<file path="src/rtl/load_store_unit.sv">
// RV64 load/store unit: a single-outstanding FSM that turns one pipeline request into
// at most one read and one write of an aligned 64-bit data memory word.
module load_store_unit #(
    parameter int IDX_BITS = 10
) (
    input  logic        clk,
    input  logic        reset,
    input  logic        req_valid,
    output logic        req_ready,
    input  logic        req_write,
    input  logic [2:0]  req_funct3,
    input  logic [63:0] req_addr,
    input  logic [63:0] req_wdata,
    output logic        resp_valid,
    output logic [63:0] resp_rdata,
    output logic        resp_fault,
    output logic        mem_read,
    output logic        mem_write,
    output logic [63:0] mem_address,
    output logic [63:0] mem_write_data,
    input  logic [63:0] mem_read_data
);

    typedef enum logic [1:0] {
        IDLE,
        READ,
        WRITE,
        RESP
    } state_t;

    state_t      state;
    logic        write_q;
    logic [2:0]  funct3_q;
    logic [63:0] addr_q;
    logic [63:0] wdata_q;

    // Memory is word-addressed; the word index occupies bits [IDX_BITS+2:3].
    assign mem_address = {addr_q[63:IDX_BITS+3], addr_q[IDX_BITS+2:3], 3'b000};

    function automatic logic is_fault(input logic wr, input logic [2:0] f3,
                                      input logic [2:0] off);
        logic bad;
        bad = 1'b0;
        if (f3 == 3'b111 || (wr && f3[2]))
            bad = 1'b1;
        else begin
            case (f3[1:0])
                2'b01:   bad = off[0];
                2'b10:   bad = |off[1:0];
                2'b11:   bad = |off;
                default: bad = 1'b0;
            endcase
        end
        return bad;
    endfunction

    function automatic logic [63:0] load_extend(input logic [2:0] f3, input logic [2:0] off,
                                                input logic [63:0] word);
        logic [63:0] lane;
        logic [63:0] result;
        lane = word >> {off, 3'b000};
        case (f3)
            3'b000:  result = {{56{lane[7]}}, lane[7:0]};
            3'b001:  result = {{48{lane[15]}}, lane[15:0]};
            3'b010:  result = {{32{lane[31]}}, lane[31:0]};
            3'b011:  result = lane;
            3'b100:  result = {56'd0, lane[7:0]};
            3'b101:  result = {48'd0, lane[15:0]};
            3'b110:  result = {32'd0, lane[31:0]};
            default: result = 64'd0;
        endcase
        return result;
    endfunction

    // Replace only the addressed bytes of the old word with the low bytes of the store data.
    function automatic logic [63:0] merge_store(input logic [1:0] size, input logic [2:0] off,
                                                input logic [63:0] old_word,
                                                input logic [63:0] wd);
        logic [63:0] mask;
        case (size)
            2'b00:   mask = 64'h0000_0000_0000_00FF;
            2'b01:   mask = 64'h0000_0000_0000_FFFF;
            2'b10:   mask = 64'h0000_0000_FFFF_FFFF;
            default: mask = 64'hFFFF_FFFF_FFFF_FFFF;
        endcase
        mask = mask << {off, 3'b000};
        return (old_word & ~mask) | ((wd << {off, 3'b000}) & mask);
    endfunction

    // Strobes and response are one-cycle pulses by default; each state re-raises what it owns.
    always_ff @(posedge clk or posedge reset) begin
        if (reset) begin
            state          <= IDLE;
            req_ready      <= 1'b1;
            write_q        <= 1'b0;
            funct3_q       <= 3'd0;
            addr_q         <= 64'd0;
            wdata_q        <= 64'd0;
            resp_valid     <= 1'b0;
            resp_rdata     <= 64'd0;
            resp_fault     <= 1'b0;
            mem_read       <= 1'b0;
            mem_write      <= 1'b0;
            mem_write_data <= 64'd0;
        end else begin
            resp_valid     <= 1'b0;
            mem_read       <= 1'b0;
            mem_write      <= 1'b0;
            mem_write_data <= 64'd0;
            case (state)
                IDLE: begin
                    if (req_valid) begin
                        write_q   <= req_write;
                        funct3_q  <= req_funct3;
                        addr_q    <= req_addr;
                        wdata_q   <= req_wdata;
                        req_ready <= 1'b0;
                        if (is_fault(req_write, req_funct3, req_addr[2:0])) begin
                            state      <= RESP;
                            resp_valid <= 1'b1;
                            resp_fault <= 1'b1;
                            resp_rdata <= 64'd0;
                        end else if (req_write && req_funct3[1:0] == 2'b11) begin
                            state          <= WRITE;
                            mem_write      <= 1'b1;
                            mem_write_data <= req_wdata;
                        end else begin
                            state    <= READ;
                            mem_read <= 1'b1;
                        end
                    end
                end
                READ: begin
                    if (write_q) begin
                        state          <= WRITE;
                        mem_write      <= 1'b1;
                        mem_write_data <= merge_store(funct3_q[1:0], addr_q[2:0],
                                                      mem_read_data, wdata_q);
                    end else begin
                        state      <= RESP;
                        resp_valid <= 1'b1;
                        resp_fault <= 1'b0;
                        resp_rdata <= load_extend(funct3_q, addr_q[2:0], mem_read_data);
                    end
                end
                WRITE: begin
                    state      <= RESP;
                    resp_valid <= 1'b1;
                    resp_fault <= 1'b0;
                    resp_rdata <= 64'd0;
                end
                RESP: begin
                    state      <= IDLE;
                    req_ready  <= 1'b1;
                    resp_rdata <= 64'd0;
                    resp_fault <= 1'b0;
                end
                default: begin
                    state     <= IDLE;
                    req_ready <= 1'b1;
                end
            endcase
        end
    end

endmodule

</file>
<file path="config.mk">
export PLATFORM = sky130hd
export DESIGN_NAME = load_store_unit
export DESIGN_NICKNAME = d
export VERILOG_FILES = /design/src/rtl/load_store_unit.sv
export SDC_FILE = /design/constraint.sdc
export NUM_CORES = 1
export LEC_CHECK = 0
export ABC_AREA = 1
export CAP_MARGIN = 25
export CORE_AREA = 4 4 195 216
export DETAILED_ROUTE_END_ITERATION = 12
export DIE_AREA = 0 0 199 220
export PLACE_DENSITY = 0.64
export SYNTH_ARGS = -nofsm -noshare
export SYNTH_HDL_FRONTEND = slang
export SYNTH_SLANG_ARGS = --single-unit
</file>
<file path="constraint.sdc">
create_clock -name clk -period 12.1 [get_ports clk]
set_input_delay 2.42 -clock clk [delete_from_list [all_inputs] [get_ports clk]]
set_output_delay 2.42 -clock clk [all_outputs]
set_load 0.02 [all_outputs]
</file>
* Yosys cells after proc, flatten, opt, wreduce, memory -nomap -nowiden
Index checks and enable logic that the tools add are counted.
** Storage, ports and cells
- Input bits :: 199
- Memories kept :: 0
- Output and inout bits :: 197
- ROM bits :: 0
- Latch bits :: 0
- Word-level logic and storage cells :: 91
- RAM bits :: 0
- Register bits after elaboration :: 267
** Operators by class
- Eq/ne operators :: 18
- Muxes and demuxes :: 41
- Reduce and logical (&&, ||, !) cells :: 13
- Divide/modulo/power cells :: 0
- $add $sub $neg :: 0
- Shift-type cells :: 3
- Bitwise logic cells :: 4
- Multipliers :: 0
- Magnitude comparators :: 0
** Operator list (count)
- two-way mux 64 bit :: 9
- one-hot mux 64 bit (7 select lines) :: 1
- one-hot mux 64 bit (3 select lines) :: 2
- AND 64 bit :: 2
- one-hot mux 64 bit (2 select lines) :: 1
- left shift 64 x 6 -> 64 bit :: 2
- NOT 64 bit :: 1
- OR 64 bit :: 1
- >> shifter 64 x 6 -> 64 bit :: 1
- two-way mux 1 bit :: 19
- equality test 3 bit (second input constant) :: 4
- equality test 2 bit (second input constant) :: 5
- one-hot mux 1 bit (3 select lines) :: 3
- one-hot mux 2 bit (4 select lines) :: 1
- equality test 2 x 1 -> 1 bit (second input constant) :: 3
- equality test 3 x 2 -> 1 bit (second input constant) :: 2
- two-way mux 2 bit :: 3
- inequality test 2 bit (second input constant) :: 3
- logical NOT 2 bit :: 2
- one-hot mux 1 bit (2 select lines) :: 2
- AND reduction 2 bit :: 2
- OR reduction 2 bit :: 2
- equality test 3 x 1 -> 1 bit (second input constant) :: 1
- logical NOT 3 bit :: 1
- other kinds (5) :: 6

* Longest topological paths before layout
- Word-level depth :: 10
- Mapped depth :: 14
- Gate-level depth less buffers :: 11

* Worst setup path after synthesis
OpenSTA, ideal clock, no wires.
- Path type :: input port to flip-flop
- From :: input req_funct3[2]
- To :: register resp_rdata[0]
- Arrival time :: 3.449 ns
- Stages on the path :: 9
- Buffers on the path :: 2
- Slack :: 8.587 ns
- Data required time :: 12.035 ns
- Library setup time :: 0.065 ns
- Cell sequence :: inv_1 a21oi_1 a21oi_2 nand2_1 o21ai_2 buf_4 buf_2 nand2_1 nand2_1
** Between the ends
- Word-level cells in the longest chain between the ends :: 7
** Ends and longest elaborated chain
- start, declared :: line 11 : input logic [2:0] req_funct3,
- equality test 3 bit / logical AND 1 bit (equally long branches) :: line 44 : if (f3 == 3'b111 || (wr && f3[2]))
- logical OR 1 bit (*) :: line 44
- two-way mux 1 bit (*) :: line 44
- two-way mux 1 bit (*) :: line 112 : if (req_valid) begin
- two-way mux 1 bit (*) :: line 110 : case (state)
- inequality test 2 bit (no line) (*)
- AND reduction 3 bit (no line) (*)
- end signal, assigned :: line 143 : resp_rdata <= load_extend(funct3_q, addr_q[2:0], mem_read_data);
- end, declared :: line 15 : output logic [63:0] resp_rdata,
Every way passes the cells marked *; elsewhere a longest branch is shown, timed or not. The select of a mux whose other input is x is not followed.
A chain may end at the register's enable or synchronous reset.

* Worst setup path after layout
- From :: input req_valid
- To :: register mem_write_data[46]
** Between the ends
- Word-level cells in the longest chain between the ends :: 2
** Ends and longest elaborated chain
- start, declared :: line 8 : input logic req_valid,
- two-way mux 64 bit :: line 112
- one-hot mux 64 bit (2 select lines) :: line 110
- end signal, assigned :: line 126 : mem_write_data <= req_wdata;
- end signal, assigned :: line 137 : mem_write_data <= merge_store(funct3_q[1:0], addr_q[2:0],
- end, declared :: line 20 : output logic [63:0] mem_write_data,
Every way passes these cells.

==> impl_metrics.tcl <==
set metrics [dict create \
    outcome "complete, no violations" \
    cts_setup_buffers 0 \
    cts_hold_buffers 0 \
    drt-total-wl_mm 61.4 \
    dp_hpwl_mm 46.0 \
    cp-start-kind "primary input" \
    slowest_delay_ps 640 \
    cts_tree "done" \
    synthCells 2074 \
    cap_viol_max_count 0 \
    cp_common_cell "nand2_1" \
    io_pins 396 \
    area_growth_syn_to_layout_pct 30.3 \
    drive_gt1_share_pct 4.33 \
    avgSynthCellArea_sq_um 7.24 \
    n_fill_cell 4069 \
    cp_max_fo 75 \
    power_density_mw_per_mm2 280 \
    grt_pass1_vias 15200 \
    initial_core_util_pct 37.6 \
    seqPwrFrac_pct 27.8 \
    critPathTopFamily "buffers and inverters" \
    drtAntennaViolNets 0 \
    final_util_pct 49.0 \
    regArea_sq_mm 0.00669 \
    ir_drop_uv 144 \
    port_buffers 392 \
    drc 0 \
    comb_power_share_pct 55.9 \
    critPathBufInv 5 \
    grt_max_degree 121 \
    ys_warn_count 0 \
    critPathCaptureType "flop" \
    switching_share_pct 48.2 \
    p_switching_mw 2.63 \
    crit_arrival_ps 5460 \
    fp-row-count 77 \
    viasPerCell 5.34 \
    fin_nets 2522 \
    grt_pass1_wl_mm 91.4 \
    cts-resized-gates 0 \
    p_int_mw 2.83 \
    dieHeight_um 220 \
    vias 15200 \
    max-slew-margin-rel_pct 33.4 \
    finalCriticalPeriod_ps 4960 \
    numCtsBuffers 29 \
    gr-total-overflow 0 \
    clkTransAtPathRegs_ps 60 \
    die_area_sq_mm 0.0438 \
    synth_area_sq_mm 0.0150 \
    fin_skew_ps 11.7 \
    gp_congestion 0.953 \
    dp_cells 2797 \
    p_clk_share_pct 16.4 \
    worstPathRequired_ps 12600 \
    fmax_mhz 202 \
    cts_buffer_depth 3 \
    synth_cell_types 39 \
    drt_iter0_markers 1570 \
    crit_chain "clkdlybuf4s50_1 -> nand2_4 -> inv_4 -> buf_12 -> buf_4 -> nand2_1 -> clkinv_1 -> nand2_1 -> nand2_1" \
    routedWlPerCell_um 21.6 \
    setup_violations 0 \
    final_cells 2848 \
    cts.sinks 267 \
    p_leak_nw 9.32 \
    slowest_stage "buf_4" \
    ff2ff_setup_slack_ps 7830 \
    timing.final.max_slew_violations 0 \
    track_usage_pct 27.2 \
    worst_slew_pin_slew_ps 999 \
    antenna_found_initial 5 \
    ys_seq_area_share_pct 44.5 \
    dr.pass1.iters 5 \
    synth_seq_cells 267 \
    insertion_delay_ps 570 \
    cts_root_buf "clkbuf_16" \
    tns_ps 0 \
    grt_setup_unrepaired "false" \
    core_area_sq_mm 0.0399 \
    power_mw 5.47 \
    period_share_pct 41.0 \
    ctsHtreeMaxLevel 1 \
    critical_path_class "primary input to flop" \
    min-delay-path-class "flop to flop" \
    die_w_um 199 \
    multi_input_area_sq_mm 0.00675 \
    hold_violations 0 \
]
-- synthesized netlist by cell type (all sizes together) --
cell | number | area, sq um
nand2 | 898 | 3390
dfrtp | 266 | 6660
o21ai | 258 | 1300
buf | 148 | 997
nand3 | 116 | 608
inv | 109 | 412
a21oi | 52 | 275
clkbuf | 52 | 195
o211ai | 48 | 360
nor2 | 47 | 233
nand4 | 35 | 219
nor3 | 9 | 45.0
a22oi | 8 | 60.1
a31oi | 8 | 80.1
o22ai | 8 | 50.1
ha | 5 | 62.6
a22o | 1 | 8.76
clkinv | 1 | 3.75
conb | 1 | 3.75
dfstp | 1 | 26.3
o21bai | 1 | 18.8
o31ai | 1 | 7.51
or2 | 1 | 6.26
-- kinds of logic (layout without fill, tap and decap cells) --
family                     Yosys count  count (layout)  share of synthesized area [%]
and+or+nand+nor                   1106            1106                           30.0
adders and majority gates            5               5                          0.417
AOI/OAI and AO/OA                  385             385                           14.4
other                                1               7                         0.0250
DFF                                267             267                           44.5
buffers and inverters              310             565                           10.7
-- tightest hold or removal path, cell delays in order, from the launching register on --
cell,delay [ps]
dfrtp_1,340
nand2_1,50
nand2_1,50
-- power groups by stage --
stage	registers (mW)	clock network (mW)	logic, mW
6_report	1.52	0.894	3.06
5_1_grt	1.56	0.947	3.33
4_1_cts	1.52	0.910	3.03
3_5_place_dp	1.52	0	3.02
3_3_place_gp	1.52	0	2.99
2_1_floorplan	1.61	0	1.91
-- placed cells by master (no fill, tap or decap), types with 38 or more instances in the layout --
cell type        synthesis  routed
o211ai_1                48      48
clkdlybuf4s50_1          0     392
nand2_1                892     891
nor2_1                  38      38
nand3_1                112     112
o21ai_1                 52      52
o21ai_0                204     204
a21oi_1                 50      50
inv_1                  101      99
dfrtp_1                266     264
-- final timing paths --
path / startpoint / end / cells past startpoint
max: req_valid / mem_write_data[46] / 9
min: resp_rdata[36] / resp_rdata[36] / 2
max reg2reg: addr_q[0] / resp_rdata[18] / 13
min reg2reg: resp_rdata[36] / resp_rdata[36] / 2
max in group asynchronous: reset / resp_rdata[5] / 4
min in group asynchronous: reset / addr_q[63] / 2
-- state kept, by name, summed over array words and instances (netlist names) --
signal,count
funct3_q,3
state,2
mem_write,1
mem_write_data,64
resp_valid,1
write_q,1
addr_q,64
req_ready,1
resp_rdata,64
wdata_q,64
resp_fault,1
mem_read,1
-- area by class of cell --
cell class | instances | share of cell area, %
antenna | 4 | 0.0512
clock buffer | 38 | 4.19
clock inverter | 6 | 0.557
inverter | 110 | 2.18
multi-input combinational | 1499 | 34.5
sequential | 267 | 34.2
tap | 513 | 3.28
timing repair buffer | 411 | 21.1
-- routing by layer --
metal	global-route usage (%)	up-vias	share of wire, %
met5	0	-	0.021
met4	10.7	2	4.2
met3	7.16	138	9.5
met2	44.6	761	47
met1	34.4	7176	39
li1	-	7128	-
-- stage by stage --
stage / worst slack [ps] / hold slack [ps] / cell area (sq um)
final: 7140 / 475 / 19600
after global routing: 6840 / 490 / 19600
after CTS: 7030 / 482 / 19500
after detailed placement: 6460 / 465 / 18500
after global placement: 6480 / 461 / 18500
after floorplan: 2330 / 449 / 15000
No activity file was read; power rests on OpenSTA's default activity.
==> edit, RTL diff (config.mk and constraints unchanged) <==
Reset style: synchronous (`reset`), changed in one clocked block.
--- a/src/rtl/load_store_unit.sv
+++ b/src/rtl/load_store_unit.sv
@@ -88,7 +88,7 @@
     endfunction
 
     // Strobes and response are one-cycle pulses by default; each state re-raises what it owns.
-    always_ff @(posedge clk or posedge reset) begin
+    always_ff @(posedge clk) begin
         if (reset) begin
             state          <= IDLE;
             req_ready      <= 1'b1;
Check against the original RTL: not settled (the Yosys comparison gave no result); the edit may change what the design does.
==> edit against the unedited design <==
- critical path depth down 1
- sequential cell count is the same
- core utilization shrank 2.0 points
- area after synthesis fell by 4.7%
- first-iteration DRC count grew 1.2%
- routed wire length rose by 0.30%
- worst hold slack worse by 0.022 ns
- register-to-register slack improved by 0.50 ns
- largest power group unchanged
- count of clock-buffer cells in the layout up 2
- combinational power fell by 42%
- power is 29% lower
- final area is 4.2% lower
- sequential share of layout area fell by 5.6 points
- setup slack worse by 0.37 ns
==> edit: results (changes against the unedited design) <==
{| class="wikitable"
! Metric !! Value
|-
| Critical register-to-register path startpoint || state[0]
|-
| Critical path fanouts, max || 86 (+15%)
|-
| Post-placement worst setup slack || 6.23 ns (-0.229 ns)
|-
| Delay of the slowest cell on the worst path || 0.76 ns (+0.12 ns)
|-
| Run status || complete, no violations
|-
| Final wirelength || 61600 µm (+0.30%)
|-
| Net load switching power || 0.00169 W (-36%)
|-
| Antenna diode instance count || 0 (-4)
|-
| Final-stage net count || 2584 (+2.5%)
|-
| Worst path arrival time || 5.81 ns (+0.35 ns)
|-
| Starting DRC count in detailed routing || 1589 (+1.2%)
|-
| Gr usage total || 0.265 (-0.00721)
|-
| LEAKAGE || 7.04 nW (-24%)
|-
| Clock tree skew after final layout || 0.0187 ns (+0.00700 ns)
|-
| Layout cells sized above 1 || 0.0420 (-0.00130)
|-
| Share of cell area taken by muxes after synthesis || 0.00420 (+0.00420)
|-
| Post-DP Area || 17700 µm² (-4.6%)
|-
| Slew of the pin with the lowest slew margin || 1.05 ns (+0.0547 ns)
|-
| Adder and majority cell fraction of the synthesized area || 0.00437 (+0.000207)
|-
| Share of the synthesized area in compound gates (AO/OA/AOI/OAI) || 0.220 (+0.0761)
|-
| Via-per-instance ratio || 5.38 (+0.77%)
|-
| Routed wire length on met2 || 29400 µm (+2.0%)
|-
| Global-route wire length before repair || 89800 µm (-1.8%)
|-
| Vias in the first global route || 14.7k (-3.3%)
|-
| Number of antenna violations at the first check in global routing || 2 (-3)
|-
| Clock buffer count from CTS || 30 (+3.4%)
|-
| Routability-driven placement congestion ratio || 1.02 (+7.1%)
|-
| Wire length on met3 || 4990 µm (-15%)
|-
| Hold path startpoint || wdata_q[58]
|-
| Top FF cell, synth || dfxtp_1
|-
| Tcrit/Tclk final || 0.440 (+0.0304)
|-
| Fraction of the yosys area taken by sequential cells || 0.374 (-0.0714)
|-
| Estimated wirelength of the detail-placed design || 46500 µm (+0.97%)
|-
| Leading cell types by total area after synthesis || dfxtp_1 37%, nand2_1 15%, a21oi_1 8.0%
|-
| Met1 wire length || 24700 µm (+2.5%)
|}
edit: cell count changes in the layout (fill, tap and decap cells not counted), sizes merged, moves of 11 or more:
cell / before / now
dfxtp: 0 / 267
inv: 109 / 96
o21ai: 258 / 269
dfrtp: 266 / 0
nand2: 898 / 567
nor2: 47 / 235
a21oi: 52 / 231
edit: power groups by stage:
stage               combinational, W  clock (W)  sequential (W)
floorplan                    0.00118          0         0.00119
global placement             0.00175          0         0.00117
detailed placement           0.00176          0         0.00117
CTS                          0.00177   0.000956         0.00115
global route                 0.00194   0.000990         0.00117
finish                       0.00178   0.000936         0.00115
edit: metal layers:
metal,vias up,GRT usage
li1,7551,-
met1,7273,0.336
met2,743,0.453
met3,119,0.0417
met4,2,0.0999
met5,-,0
edit: through the flow:
stage               std cells  hold WS, ns
finish                   2916        0.453
global placement         2858        0.440
detailed placement       2860        0.443
global route             2916        0.488
CTS                      2915        0.452
floorplan                2175        0.424
edit: worst paths after layout:
path	to	slack (ns)	cells past startpoint
worst min register to register	wdata_q[58]	0.45	2
worst min-delay path	wdata_q[58]	0.45	2
worst max-delay path	mem_write_data[51]	6.77	8
worst max register to register	mem_write_data[51]	8.33	9
edit: layout make-up:
type	count	area, µm²
Clock buffer	40	870
Clock inverter	15	160
Fill cell	4142	21100
Inverter	95	362
Multi-Input combinational cell	1576	7280
Sequential cell	267	5350
Tap cell	513	642
Timing Repair Buffer	410	4080
edit: worst max-delay path: cells and delay by family:
family | cells | cell delay (ns)
simple gates | 3 | 0.67
buf+inv | 4 | 2.38
compound gates | 1 | 0.18
edit: cell families (layout without fill, tap and decap cells):
kind of cell,count (synthesis),in the layout
muxes,6,6
and+or+nand+nor,978,978
AOI/OAI and AO/OA,584,584
buffers and inverters,332,560
DFF,267,267
adders and majority gates,5,5
other,1,3
